`config.mk`:
```
export PLATFORM = sky130hd
export DESIGN_NAME = fsm_step_seq
export DESIGN_NICKNAME = d
export VERILOG_FILES = /design/src/rtl/fsm_step_seq.sv
export SDC_FILE = /design/constraint.sdc
export NUM_CORES = 1
export LEC_CHECK = 0
export ABC_CLOCK_PERIOD_IN_PS = 1300
export CORE_AREA = 2 2 39 41
export DETAILED_ROUTE_END_ITERATION = 6
export DIE_AREA = 0 0 41 43
export PLACE_DENSITY_LB_ADDON = 0.1
export SYNTH_ARGS = -nofsm -noshare
export SYNTH_HDL_FRONTEND = slang
export SYNTH_SLANG_ARGS = --single-unit
```
`constraint.sdc`:
```
create_clock -name clk -period 1.3 [get_ports clk]
set_input_delay 0.195 -clock clk [delete_from_list [all_inputs] [get_ports clk]]
set_output_delay 0.195 -clock clk [all_outputs]
set_load 0.01 [all_outputs]
```
`src/rtl/fsm_step_seq.sv`:
```
// Parametrised step sequencer: walks NUM_STATES indices up/down on a matching code,
// wrapping or saturating at the ends, with illegal-encoding recovery and a sticky err flag.
module fsm_step_seq #(
  parameter int                NUM_STATES = 4,
  parameter int                IN_W       = 3,
  parameter int                OUT_W      = 3,
  parameter logic [IN_W-1:0]   ADV_CODE   = '0,
  parameter bit                WRAP_EN    = 1'b1
) (
  input  logic             clk,
  input  logic             rst_n,
  input  logic [IN_W-1:0]  user_input,
  input  logic             en,
  input  logic             dir,
  input  logic             clear,
  output logic [OUT_W-1:0] out,
  output logic             at_last,
  output logic             wrap,
  output logic             sat,
  output logic             err
);

  localparam int SW = (NUM_STATES > 1) ? $clog2(NUM_STATES) : 1;
  localparam logic [SW-1:0] LAST = SW'(NUM_STATES - 1);
  localparam logic [SW:0]   LIMIT = (SW + 1)'(NUM_STATES);

  generate
    if (OUT_W < SW) begin : g_out_w_check
      $error("fsm_step_seq: OUT_W is narrower than the state register");
    end
    if (NUM_STATES < 2 || NUM_STATES > 256) begin : g_num_states_check
      $error("fsm_step_seq: NUM_STATES must be in 2..256");
    end
  endgenerate

  typedef enum logic [2:0] {
    ACT_HOLD,
    ACT_CLEAR,
    ACT_RECOVER,
    ACT_INC,
    ACT_DEC,
    ACT_WRAP_UP,
    ACT_WRAP_DN,
    ACT_SAT
  } act_t;

  logic [SW-1:0] state, state_nxt;
  logic          wrap_nxt, sat_nxt, err_nxt;
  logic          step, illegal;
  act_t          act;

  assign step    = en && (user_input == ADV_CODE);
  // Only reachable when NUM_STATES is not a power of two; compare one bit wider.
  assign illegal = ({1'b0, state} >= LIMIT);

  always_comb begin
    act = ACT_HOLD;
    if (clear) begin
      act = ACT_CLEAR;
    end else if (illegal) begin
      act = ACT_RECOVER;
    end else if (step) begin
      if (!dir) begin
        if (state != LAST)   act = ACT_INC;
        else if (WRAP_EN)    act = ACT_WRAP_UP;
        else                 act = ACT_SAT;
      end else begin
        if (state != '0)     act = ACT_DEC;
        else if (WRAP_EN)    act = ACT_WRAP_DN;
        else                 act = ACT_SAT;
      end
    end
  end

  always_comb begin
    state_nxt = state;
    wrap_nxt  = 1'b0;
    sat_nxt   = 1'b0;
    err_nxt   = err;
    case (act)
      ACT_HOLD:    state_nxt = state;
      ACT_CLEAR:   state_nxt = '0;
      ACT_RECOVER: begin
        state_nxt = '0;
        err_nxt   = 1'b1;
      end
      ACT_INC:     state_nxt = state + SW'(1);
      ACT_DEC:     state_nxt = state - SW'(1);
      ACT_WRAP_UP: begin
        state_nxt = '0;
        wrap_nxt  = 1'b1;
      end
      ACT_WRAP_DN: begin
        state_nxt = LAST;
        wrap_nxt  = 1'b1;
      end
      ACT_SAT:     sat_nxt = 1'b1;
      default:     state_nxt = '0;
    endcase
  end

  always_ff @(posedge clk) begin
    if (!rst_n) begin
      state <= '0;
      wrap  <= 1'b0;
      sat   <= 1'b0;
      err   <= 1'b0;
    end else begin
      state <= state_nxt;
      wrap  <= wrap_nxt;
      sat   <= sat_nxt;
      err   <= err_nxt;
    end
  end

  assign out     = OUT_W'(state);
  assign at_last = (state == LAST);

endmodule

```
* Yosys cells after proc, flatten, opt, wreduce, memory -nomap -nowiden
Index checks and enable logic that the tools add are counted.
** Word-level totals
- Register bits :: 5
- Bits in latches :: 0
- Bits in writable memories :: 0
- Memory bits (read-only) :: 0
- Input bits :: 8
- Output and inout port bits :: 7
- Logic and storage cells :: 29
- Memories kept :: 0
** Cells by class
- Add/subtract/negate cells :: 2
- Multiply operators :: 0
- Div/mod/pow operators :: 0
- $lt $le $gt $ge :: 0
- Equal/unequal tests :: 9
- Shift-type cells :: 0
- Muxes and demuxes :: 8
- Bitwise gates (word level) :: 0
- Reduce and logical (&&, ||, !) cells :: 6
** Operators by type and width (count)
- $eq 3x3->1 const B :: 4
- $mux 3 :: 4
- $pmux 2 s4 :: 1
- $eq 3x2->1 const B :: 2
- $reduce_bool 4->1 :: 1
- $eq 3x1->1 const B :: 1
- $logic_not 3->1 :: 1
- $reduce_or 3->1 :: 1
- $add 2x1->2 const B :: 1
- $eq 2x2->1 const B :: 1
- $mux 1 :: 2
- $mux 2 :: 1
- $ne 2x2->1 const B :: 1
- $reduce_bool 2->1 :: 1
- $reduce_or 2->1 :: 1
- $sub 2x1->2 const B :: 1
- $logic_and 1x1->1 :: 1

* Logic depth before layout (Yosys ltp)
Gate-level depths: netlist of the first run.
- Word-level depth :: 8
- Depth in mapped cells :: 3

* Worst setup path before layout of the first run
No wires, ideal clock.
- Kind :: input to register
- From :: input port user_input[1]
- To :: register state[1]
- Setup time :: 0.070 ns
- Arrival time :: 1.201 ns
- Path slack :: 0.029 ns
- Stages :: 3
- Path through :: or4b_4 or3_1 a21oi_1
** Between the ends
- Longest elaborated chain between the ends :: 7
- Elaborated cells between the ends (all ways) :: 13
- Those cells by class :: eq/ne (6); mux (3); reduce/logical (4)
** RTL lines
- start: declaration :: RTL line 12 : input logic [IN_W-1:0] user_input,
- $logic_not 3->1 * :: RTL line 52 : assign step = en && (user_input == ADV_CODE);
- $logic_and 1x1->1 * :: RTL line 52
- $mux 3 * :: RTL line 62 : end else if (step) begin
- $mux 3 * :: RTL line 58 : if (clear) begin
- $eq 3x2->1 (tied with other cells) :: RTL line 80 : case (act)
- $reduce_or 3->1 (no source line)
- $pmux 2 s4 or $reduce_bool 4->1 (tied branches)
- end signal: assignment :: RTL line 109 : state <= state_nxt;
- end: declaration :: RTL line 47 : logic [SW-1:0] state, state_nxt;
Mark *: on every way between the ends. The rest lies on a longest branch, timed or not.
A chain may end at the register's enable or synchronous reset.

* Final worst setup path of the first run
- From :: input port user_input[2]
- To :: register state[1]
The elaborated chain is that of the path after synthesis.

==> impl_results.html, run 1 <==
<table>
<tr><th>Metric</th><th>Value</th></tr>
<tr><th colspan="2">Status</th></tr>
<tr><td>Result of the run</td><td>complete, no violations</td></tr>
<tr><th colspan="2">Logic synthesis</th></tr>
<tr><td>Synth Area per Inst</td><td>between 10 and 15 µm²</td></tr>
<tr><td>Number of distinct standard cells referenced by the synthesized netlist</td><td>14</td></tr>
<tr><td>Share of Yosys cell area claimed by the top area cell type</td><td>0.500</td></tr>
<tr><td>Leading post-synthesis cells by cell area</td><td>dfxtp_1 50%, or4b_4 6.9%, and2_1 6.3%, mux2i_1 5.0%, xnor2_1 4.4%</td></tr>
<tr><td>Total number of yosys warnings</td><td>0</td></tr>
<tr><td>Post-synthesis sequential element count</td><td>5</td></tr>
<tr><td>Cell type with the largest total area after synthesis</td><td>dfxtp_1</td></tr>
<tr><td>Area of the mapped netlist</td><td>200 µm²</td></tr>
<tr><td>Sequential share of the synthesized area</td><td>0.500</td></tr>
<tr><td>Synthesized netlist cell count</td><td>20</td></tr>
<tr><th colspan="2">Worst setup path</th></tr>
<tr><td>Data arrival at the endpoint of the critical path</td><td>1.43 ns</td></tr>
<tr><td>Number of cell instances on the worst register-to-register path</td><td>3</td></tr>
<tr><td>Endpoint required time on the critical path</td><td>~1.5 ns</td></tr>
<tr><td>Critical Path Start Type</td><td>input port</td></tr>
<tr><td>Register-to-register setup slack</td><td>0.35 ns</td></tr>
<tr><td>Worst reg2reg endpoint</td><td>state[1]$_SDFFE_PN0P_</td></tr>
<tr><td>Maximum fanout along the worst path</td><td>2</td></tr>
<tr><td>Critical R2R Launch</td><td>state[0]$_SDFFE_PN0P_</td></tr>
<tr><td>Kind of end point of the critical path</td><td>flop</td></tr>
<tr><td>Crit Path Category</td><td>input port to flop</td></tr>
<tr><th colspan="2">Placed design</th></tr>
<tr><td>Pre-CTS setup slack</td><td>-0.383 ns</td></tr>
<tr><td>Gp weighted congestion</td><td>0.598</td></tr>
<tr><td>Detailed Place HPWL</td><td>363 µm</td></tr>
<tr><td># port buffers</td><td>13</td></tr>
<tr><th colspan="2">Pwr</th></tr>
<tr><td>Total Power</td><td>roughly 0.37 mW</td></tr>
<tr><td>Clock share of power</td><td>0.478</td></tr>
<tr><td>Total power per unit cell area</td><td>963 mW/mm²</td></tr>
<tr><td>Total leakage power</td><td>0.196 nW</td></tr>
<tr><td>Peak ir drop on the vdd network</td><td>329 µV</td></tr>
<tr><td>Cell internal pwr</td><td>0.297 mW</td></tr>
<tr><td>Switching power of the nets</td><td>0.0756 mW</td></tr>
<tr><td>Sequential share of power</td><td>0.423</td></tr>
<tr><td>Share of total power consumed by net switching</td><td>0.203</td></tr>
<tr><td>Share of total power in combinational logic</td><td>0.099</td></tr>
<tr><th colspan="2">Drt</th></tr>
<tr><td>Count of TritonRoute iterations in the first routing pass</td><td>4</td></tr>
<tr><td>Vias</td><td>192</td></tr>
<tr><td>Post-detailed-route count of antenna-violating nets</td><td>0</td></tr>
<tr><td>Starting DRC count in detailed routing</td><td>1</td></tr>
<tr><td>DRC viols</td><td>0</td></tr>
<tr><td>Total Wirelength</td><td>444 µm</td></tr>
<tr><td>Via density per instance</td><td>about 3.5</td></tr>
<tr><td>Average wire per cell in the routed design</td><td>roughly 8.1 µm</td></tr>
<tr><th colspan="2">Global route</th></tr>
<tr><td>Largest net degree at the start of global routing</td><td>6</td></tr>
<tr><td>Number of antenna violations at the first check in global routing</td><td>0</td></tr>
<tr><td>Total gr overflow</td><td>0</td></tr>
<tr><td>Wire length of the first global-routing pass</td><td>731 µm</td></tr>
<tr><td>Number of global-route vias before repair</td><td>191</td></tr>
<tr><td>Overall routing resource usage</td><td>0.0703</td></tr>
<tr><th colspan="2">Clock tree</th></tr>
<tr><td>Post-cts hold buffer count</td><td>0</td></tr>
<tr><td>Clock slew at reported path FFs</td><td>0.05 ns</td></tr>
<tr><td>Clock Sink Count</td><td>5</td></tr>
<tr><td>CTS Root Cell</td><td>clkbuf_4</td></tr>
<tr><td>CTS H-tree lvls</td><td>1</td></tr>
<tr><td>Post-CTS Setup Bufs</td><td>0</td></tr>
<tr><td>Number of buffers created by CTS</td><td>3</td></tr>
<tr><td>Maximum root-to-sink buffer count</td><td>2</td></tr>
<tr><td>Worst-Skew Late Latency</td><td>0.24 ns</td></tr>
<tr><td>Clock tree from TritonCTS</td><td>done</td></tr>
<tr><th colspan="2">STA</th></tr>
<tr><td>Unrepaired setup endpoints after global routing</td><td>no</td></tr>
<tr><td>F_max</td><td>approximately 800 MHz</td></tr>
<tr><td>Total of endpoints with negative setup slack in the final report</td><td>0</td></tr>
<tr><td>Final Skew</td><td>0.00307 ns</td></tr>
<tr><td>Number of hold violations in the final report</td><td>0</td></tr>
<tr><td>Pins Over Slew Limit</td><td>0</td></tr>
<tr><td>Accumulated negative setup slack</td><td>0 ns</td></tr>
<tr><td>Minimum period implied by the final worst setup slack</td><td>1.26 ns</td></tr>
<tr><td>Post-route clock period utilization</td><td>0.971</td></tr>
<tr><td>Setup ws final</td><td>0.0372 ns</td></tr>
<tr><th colspan="2">Die</th></tr>
<tr><td>Core Box Area</td><td>~0.0014 mm²</td></tr>
<tr><td>Chip Height</td><td>approximately 43 µm</td></tr>
<tr><td>Total number of placement rows</td><td>14</td></tr>
<tr><td>Effective utilization at floorplan</td><td>0.145</td></tr>
<tr><td>Number of I/O pins</td><td>15</td></tr>
<tr><td>Area enclosed by the die boundary</td><td>0.00176 mm²</td></tr>
<tr><td>Die X</td><td>41 µm</td></tr>
<tr><th colspan="2">Hold path</th></tr>
<tr><td>Capture endpoint of the worst hold path</td><td>err$_SDFFE_PN0N_</td></tr>
<tr><td>Worst hold path depth</td><td>1</td></tr>
<tr><td>Min-Delay Path Class</td><td>flop to flop</td></tr>
<tr><td>Hold wc startpoint</td><td>err$_SDFFE_PN0N_</td></tr>
<tr><th colspan="2">Cells and area</th></tr>
<tr><td>Highest-count cells in the layout ignoring fill and taps</td><td>7 x dlygate4sd2_1, 4 x clkdlybuf4s50_1, 3 x clkbuf_4, 3 x dfxtp_1</td></tr>
<tr><td>Area growth from synthesis to final layout</td><td>93.1%</td></tr>
<tr><td>Final antenna diode count</td><td>0</td></tr>
<tr><td>Final net count</td><td>48</td></tr>
<tr><td># fillers</td><td>~160</td></tr>
<tr><td>Most frequent standard cell in the layout excluding fill and tap cells</td><td>dlygate4sd2_1</td></tr>
<tr><td>Fraction of layout cells with a size suffix above 1</td><td>0.205</td></tr>
<tr><th colspan="2">Run</th></tr>
<tr><td>Max-Cap Viols</td><td>0</td></tr>
</table>
[routing by layer]
| metal | part of all wire | track usage | vias to the layer above | routed length [µm] |
|---|---|---|---|---|
| met5 | 0 | 0 | - | 0 |
| met1 | 0.36 | 0.0707 | 80 | 161 |
| li1 | - | - | 102 | - |
| met3 | 0.11 | 0.0314 | 0 | 48 |
| met2 | 0.53 | 0.0844 | 10 | 234 |
| met4 | 0 | 0.100 | 0 | 0 |
[registers in the layout, indices dropped and copies added (netlist names)]
name and cells:
wrap 1, sat 1, state 2, err 1
[layout make-up]
type	count	area, µm²	share of cell area
Clock buffer	4	26.3	0.0680
Timing Repair Buffer	15	141	0.366
Tap cell	16	20.0	0.0518
Multi-Input combinational cell	15	96.3	0.249
Sequential cell	5	103	0.265
[power groups by stage]
stage               sequential (mW)  combinational, mW  clock, mW
floorplan                     0.162             0.0130          0
global placement              0.160             0.0416          0
detailed placement            0.160             0.0422          0
CTS                           0.157             0.0382      0.191
global route                  0.158             0.0407      0.204
finish                        0.157             0.0370      0.178
[cell families (layout without fill, tap and decap cells)]
| group | Yosys count | count (layout) | share of synthesized area |
|---|---|---|---|
| mux | 1 | 1 | 0.0500 |
| flops | 5 | 5 | 0.500 |
| compound gates | 2 | 2 | 0.0500 |
| xor+xnor | 2 | 2 | 0.0875 |
| buf+inv | 1 | 19 | 0.0375 |
| simple gates | 8 | 8 | 0.256 |
| other cells | 1 | 2 | 0.0187 |
[repair_timing]
item                       CTS  global route
pin swaps                    3             1
resized for setup            8             3
setup endpoints to repair    5             4
[cells in the mapped netlist]
library cell	count
conb_1	1
mux2i_1	1
nor3_1	1
o21ai_0	1
nor2_1	2
xnor2_1	1
a21oi_1	1
nand2b_1	1
or4b_4	1
xor2_1	1
or3_1	1
and2_1	2
buf_4	1
dfxtp_1	5
[per-stage QoR]
stage | std cells | util | cell area, µm² | hold slack, ns
after floorplan | 21 | - | 204 | 0.322
after global placement | 51 | 0.261 | 362 | 0.442
after detailed placement | 51 | 0.261 | 362 | 0.454
after CTS | 55 | 0.275 | 380 | 0.460
after global routing | 55 | 0.279 | 387 | 0.459
final | 55 | 0.279 | 387 | 0.455
[worst max-delay path by stage]
stage / slack, ns / start / depth (start not counted) / end
after floorplan: 0.03 / user_input[1] / 3 / state[1]$_SDFFE_PN0P_
after global placement: -0.39 / user_input[1] / 4 / state[1]$_SDFFE_PN0P_
after detailed placement: -0.38 / user_input[1] / 4 / state[1]$_SDFFE_PN0P_
after CTS: 0.009 / err$_SDFFE_PN0N_ / 1 / err
after global routing: 0.006 / user_input[2] / 4 / state[1]$_SDFFE_PN0P_
final: 0.04 / user_input[2] / 4 / state[1]$_SDFFE_PN0P_
[worst max-delay path: stages]
cell           delay (ns)
dlygate4sd2_1        0.23
or4b_4               0.53
or3_1                0.35
a21oi_1              0.12
Power figures use the tool's default switching activity.
==> inputs of run 2 (changes only) <==
ABC_AREA = 1   (was not set)
PLACE_DENSITY = 0.63   (was not set)
PLACE_DENSITY_LB_ADDON = not set   (was 0.1)
==> impl_results.html, run 2 <==
<table>
<tr><th>Metric</th><th>Value</th></tr>
<tr><th colspan="2">Clock tree</th></tr>
<tr><td>Clock tree from TritonCTS</td><td>done (unchanged)</td></tr>
<tr><td>Clock Sink Count</td><td>5 (unchanged)</td></tr>
<tr><td>Post-CTS Setup Bufs</td><td>0 (unchanged)</td></tr>
<tr><td>Worst-Skew Late Latency</td><td>0.24 ns (about the same)</td></tr>
<tr><td>Number of buffers created by CTS</td><td>3 (unchanged)</td></tr>
<tr><td>Clock slew at reported path FFs</td><td>0.04 ns (was 0.05 ns)</td></tr>
<tr><td>CTS Root Cell</td><td>clkbuf_4 (unchanged)</td></tr>
<tr><td>Maximum root-to-sink buffer count</td><td>2 (unchanged)</td></tr>
<tr><td>CTS H-tree lvls</td><td>1 (unchanged)</td></tr>
<tr><th colspan="2">Logic synthesis</th></tr>
<tr><td>Combinational family with the most area after synthesis</td><td>simple AND/OR/NAND/NOR gates (unchanged)</td></tr>
<tr><td>Synthesized-area fraction occupied by xor and xnor cells</td><td>0 (was 0.0875)</td></tr>
<tr><td>Sequential share of the synthesized area</td><td>0.291 (was 0.500)</td></tr>
<tr><td>Number of distinct standard cells referenced by the synthesized netlist</td><td>18 (was 14)</td></tr>
<tr><td>Area of the mapped netlist</td><td>344 µm² (was 200 µm²)</td></tr>
<tr><td>Number of synthesized flops with an enable pin</td><td>0 (unchanged)</td></tr>
<tr><td>Proportion of register bits with asynchronous set or reset after synthesis</td><td>0 (unchanged)</td></tr>
<tr><td>Share of Yosys cell area claimed by the top area cell type</td><td>0.291 (was 0.500)</td></tr>
<tr><td>Post-synthesis sequential element count</td><td>5 (unchanged)</td></tr>
<tr><td>Leading post-synthesis cells by cell area</td><td>dfxtp_1 29%, inv_1 9.8%, nand2_2 9.1%, nand2_1 6.5%, nand3_2 5.8% (was dfxtp_1 50%, or4b_4 6.9%, and2_1 6.3%, mux2i_1 5.0%, xnor2_1 4.4%)</td></tr>
<tr><td>Portion of netlist area occupied by mux cells</td><td>0 (was 0.0500)</td></tr>
<tr><td>Total number of yosys warnings</td><td>0 (unchanged)</td></tr>
<tr><td>Synthesized netlist cell count</td><td>47 (was 20)</td></tr>
<tr><td>Post-synth top cells</td><td>9 x inv_1, 6 x nand2_1, 5 x dfxtp_1, 5 x nand2_2 (was 5 x dfxtp_1, 2 x and2_1, 2 x nor2_1)</td></tr>
<tr><td>Cell with the most instances after synthesis</td><td>inv_1 (was dfxtp_1)</td></tr>
<tr><td>Dominant register cell in the synthesized netlist</td><td>dfxtp_1 (unchanged)</td></tr>
<tr><td>Synth Area per Inst</td><td>7.32 µm² (was 10.0 µm²)</td></tr>
<tr><td>Adder and majority gate portion of the synthesized area</td><td>0 (unchanged)</td></tr>
<tr><td>Synthesized-area fraction occupied by ao, oa, aoi and oai cells</td><td>0.0618 (was 0.0500)</td></tr>
<tr><td>Fraction of the mapped netlist area in simple logic gates</td><td>0.495 (was 0.256)</td></tr>
<tr><td>Cell type with the largest total area after synthesis</td><td>dfxtp_1 (unchanged)</td></tr>
<tr><th colspan="2">Cells and area</th></tr>
<tr><td>Top reg by flops</td><td>state (unchanged)</td></tr>
<tr><td>Area growth from synthesis to final layout</td><td>55.6% (was 93.1%)</td></tr>
<tr><td>Highest-count cells in the layout ignoring fill and taps</td><td>9 x inv_1, 9 x clkdlybuf4s50_1, 6 x nand2_1, 5 x nand2_2 (was 7 x dlygate4sd2_1, 4 x clkdlybuf4s50_1, 3 x clkbuf_4, 3 x dfxtp_1)</td></tr>
<tr><td>Cell Count, Final, Fillers Out</td><td>83 (was 55)</td></tr>
<tr><td>Final net count</td><td>76 (was 48)</td></tr>
<tr><td>Fraction of layout cells with a size suffix above 1</td><td>0.299 (was 0.205)</td></tr>
<tr><td>Final antenna diode count</td><td>0 (unchanged)</td></tr>
<tr><td>Flip-flop count of the largest register, all copies and words added</td><td>2 (unchanged)</td></tr>
<tr><td>Post-route standard cell area excluding fillers</td><td>536 µm² (was 387 µm²)</td></tr>
<tr><td>Share of the core filled with cells in the final layout</td><td>0.387 (was 0.279)</td></tr>
<tr><th colspan="2">Die</th></tr>
<tr><td>Total number of placement rows</td><td>14 (unchanged)</td></tr>
<tr><td>Area enclosed by the die boundary</td><td>0.00176 mm² (unchanged)</td></tr>
<tr><td>Chip Height</td><td>43 µm (unchanged)</td></tr>
<tr><td>Core Box Area</td><td>0.00138 mm² (unchanged)</td></tr>
<tr><td>Effective utilization at floorplan</td><td>0.249 (was 0.145)</td></tr>
<tr><td>Number of I/O pins</td><td>15 (unchanged)</td></tr>
<tr><td>Die X</td><td>41 µm (unchanged)</td></tr>
<tr><th colspan="2">Worst setup path</th></tr>
<tr><td>Endpoint required time on the critical path</td><td>1.11 ns (was 1.46 ns)</td></tr>
<tr><td>Crit Path Category</td><td>flop to output port (was input port to flop)</td></tr>
<tr><td>Kind of end point of the critical path</td><td>output port (was flop)</td></tr>
<tr><td>CP bufs+invs</td><td>1 (unchanged)</td></tr>
<tr><td>Critical Path, Cell by Cell</td><td>clkdlybuf4s50_1 (was dlygate4sd2_1 -&gt; or4b_4 -&gt; or3_1 -&gt; a21oi_1)</td></tr>
<tr><td>Critical path's top delay family</td><td>buffers and inverters (was simple AND/OR/NAND/NOR gates)</td></tr>
<tr><td>Data arrival at the endpoint of the critical path</td><td>1.06 ns (was 1.43 ns)</td></tr>
<tr><td>Largest stage delay, worst path</td><td>0.52 ns (was 0.53 ns)</td></tr>
<tr><td>Cell with the largest stage delay on the worst path</td><td>clkdlybuf4s50_1 (was or4b_4)</td></tr>
<tr><td>Critical Path Start Type</td><td>flop (was input port)</td></tr>
<tr><td>Maximum fanout along the worst path</td><td>1 (was 2)</td></tr>
<tr><th colspan="2">Pwr</th></tr>
<tr><td>Clock share of power</td><td>0.426 (was 0.478)</td></tr>
<tr><td>Cell internal pwr</td><td>0.313 mW (was 0.297 mW)</td></tr>
<tr><td>Sequential share of power</td><td>0.386 (was 0.423)</td></tr>
<tr><td>Total power per unit cell area</td><td>772 mW/mm² (was 963 mW/mm²)</td></tr>
<tr><td>Share of total power consumed by net switching</td><td>0.243 (was 0.203)</td></tr>
<tr><td>Peak ir drop on the vdd network</td><td>385 µV (was 329 µV)</td></tr>
<tr><td>Total leakage power</td><td>0.285 nW (was 0.196 nW)</td></tr>
<tr><td>Switching power of the nets</td><td>0.101 mW (was 0.0756 mW)</td></tr>
<tr><td>Total Power</td><td>0.413 mW (was 0.372 mW)</td></tr>
<tr><td>Share of total power in combinational logic</td><td>0.189 (was 0.099)</td></tr>
<tr><th colspan="2">STA</th></tr>
<tr><td>Total of endpoints with negative setup slack in the final report</td><td>0 (unchanged)</td></tr>
<tr><td>Minimum period implied by the final worst setup slack</td><td>1.25 ns (was 1.26 ns)</td></tr>
<tr><td>Final Skew</td><td>0.000437 ns (was 0.00307 ns)</td></tr>
<tr><td>Post-route clock period utilization</td><td>0.962 (was 0.971)</td></tr>
<tr><td>Accumulated negative setup slack</td><td>0 ns (unchanged)</td></tr>
<tr><td>Pins Over Slew Limit</td><td>0 (unchanged)</td></tr>
<tr><td>Unrepaired setup endpoints after global routing</td><td>no (unchanged)</td></tr>
<tr><td>Number of hold violations in the final report</td><td>0 (unchanged)</td></tr>
<tr><td>F_max</td><td>799 MHz (was 792 MHz)</td></tr>
<tr><th colspan="2">Drt</th></tr>
<tr><td>Routed wire length on met3</td><td>31 µm (was 48 µm)</td></tr>
<tr><td>Starting DRC count in detailed routing</td><td>1 (unchanged)</td></tr>
<tr><td>Vias</td><td>337 (was 192)</td></tr>
<tr><td>Highest metal layer with signal wires</td><td>met3 (unchanged)</td></tr>
<tr><td>Via density per instance</td><td>4.06 (was 3.49)</td></tr>
<tr><td>Post-detailed-route count of antenna-violating nets</td><td>0 (unchanged)</td></tr>
<tr><td>Count of TritonRoute iterations in the first routing pass</td><td>2 (was 4)</td></tr>
<tr><td>Average wire per cell in the routed design</td><td>7.71 µm (was 8.07 µm)</td></tr>
<tr><td>DRC viols</td><td>0 (unchanged)</td></tr>
<tr><td>Detailed-routing wirelength on met1</td><td>286 µm (was 161 µm)</td></tr>
<tr><td>Wire length on met2</td><td>322 µm (was 234 µm)</td></tr>
<tr><td>Total Wirelength</td><td>640 µm (was 444 µm)</td></tr>
<tr><th colspan="2">Global route</th></tr>
<tr><td>Number of antenna violations at the first check in global routing</td><td>0 (unchanged)</td></tr>
<tr><td>Number of global-route vias before repair</td><td>293 (was 191)</td></tr>
<tr><td>Wire length of the first global-routing pass</td><td>1.08 mm (was 731 µm)</td></tr>
<tr><td>Total gr overflow</td><td>0 (unchanged)</td></tr>
<tr><td>Overall routing resource usage</td><td>0.0923 (was 0.0703)</td></tr>
<tr><td>Largest net degree at the start of global routing</td><td>7 (was 6)</td></tr>
<tr><th colspan="2">Placed design</th></tr>
<tr><td>Detailed Place HPWL</td><td>553 µm (was 363 µm)</td></tr>
<tr><td>Placed Area</td><td>513 µm² (was 362 µm²)</td></tr>
<tr><td># port buffers</td><td>13 (unchanged)</td></tr>
<tr><td>Cells after DPL</td><td>79 (was 51)</td></tr>
<tr><td>Gp weighted congestion</td><td>0.736 (was 0.598)</td></tr>
<tr><th colspan="2">Run</th></tr>
<tr><td>Max-Cap Viols</td><td>0 (unchanged)</td></tr>
<tr><th colspan="2">Status</th></tr>
<tr><td>Result of the run</td><td>complete, no violations (unchanged)</td></tr>
<tr><th colspan="2">Hold path</th></tr>
<tr><td>Min-Delay Path Class</td><td>flop to flop (unchanged)</td></tr>
</table>
-- run 2: cell count changes after synthesis, moves of 2 or more --
cell,previous run,this run
nand3_2,0,2
and2_1,2,0
nand4_1,0,3
inv_1,0,9
inv_2,0,2
nand2_1,0,6
nand2_2,0,5
nand3_1,0,3
-- run 2: metrics by stage --
stage,worst slack (ns),hold WS [ns]
floorplan,0.271,0.293
detailed placement,-0.116,0.426
CTS,0.0380,0.430
global route,0.00238,0.460
global placement,-0.0835,0.413
finish,0.0489,0.422
-- run 2: final timing paths --
kind / end / from / cells after the start / slack, ns
hold / removal: err$_SDFFE_PN0N_ / err$_SDFFE_PN0N_ / 2 / 0.42
hold reg to reg: err$_SDFFE_PN0N_ / err$_SDFFE_PN0N_ / 2 / 0.42
setup reg to reg: state[1]$_SDFFE_PN0P_ / state[0]$_SDFFE_PN0P_ / 8 / 0.19
setup / recovery: wrap / wrap$_SDFF_PN0_ / 1 / 0.05
-- run 2: metal layers --
metal,up-vias,GRT usage
li1,185,-
met1,146,0.109
met2,6,0.125
met3,0,0.0628
met4,0,0.0400
met5,-,0
-- run 2: repair_timing --
| item | in CTS | in global routing |
|---|---|---|
| gates resized for setup | 5 | 0 |
| setup endpoints to repair | 4 | 0 |
| hold buffers | 0 | 0 |
-- run 2: power groups by stage --
stage                     registers [mW]  logic (mW)  clock network, mW
final                              0.159      0.0779              0.176
after CTS                          0.159      0.0786              0.182
after global routing               0.159      0.0860              0.196
after detailed placement           0.162      0.0795                  0
after floorplan                    0.164      0.0395                  0
after global placement             0.162      0.0784                  0
-- run 2: kinds of logic after synthesis --
family / count (synthesis)
AO/OA/AOI/OAI: 3
buffers and inverters: 12
flip-flops: 5
other: 1
AND/OR/NAND/NOR: 26
-- run 2: cell type report --
| type | instances | area (µm²) |
|---|---|---|
| Fill cell | 148 | 848 |
| Multi-Input combinational cell | 31 | 199 |
| Timing Repair Buffer | 16 | 148 |
| Sequential cell | 5 | 101 |
| Inverter | 11 | 41.3 |
| Clock buffer | 4 | 26.3 |
| Tap cell | 16 | 20.0 |
-- run 2: worst register-to-register path, cell delays in order, from the launching register on --
cell	delay, ns
dfxtp_1	0.32
buf_4	0.14
nor2_2	0.11
inv_1	0.05
nand2_2	0.07
nand3_4	0.07
nand2_1	0.08
nand3_2	0.08
a21oi_2	0.11
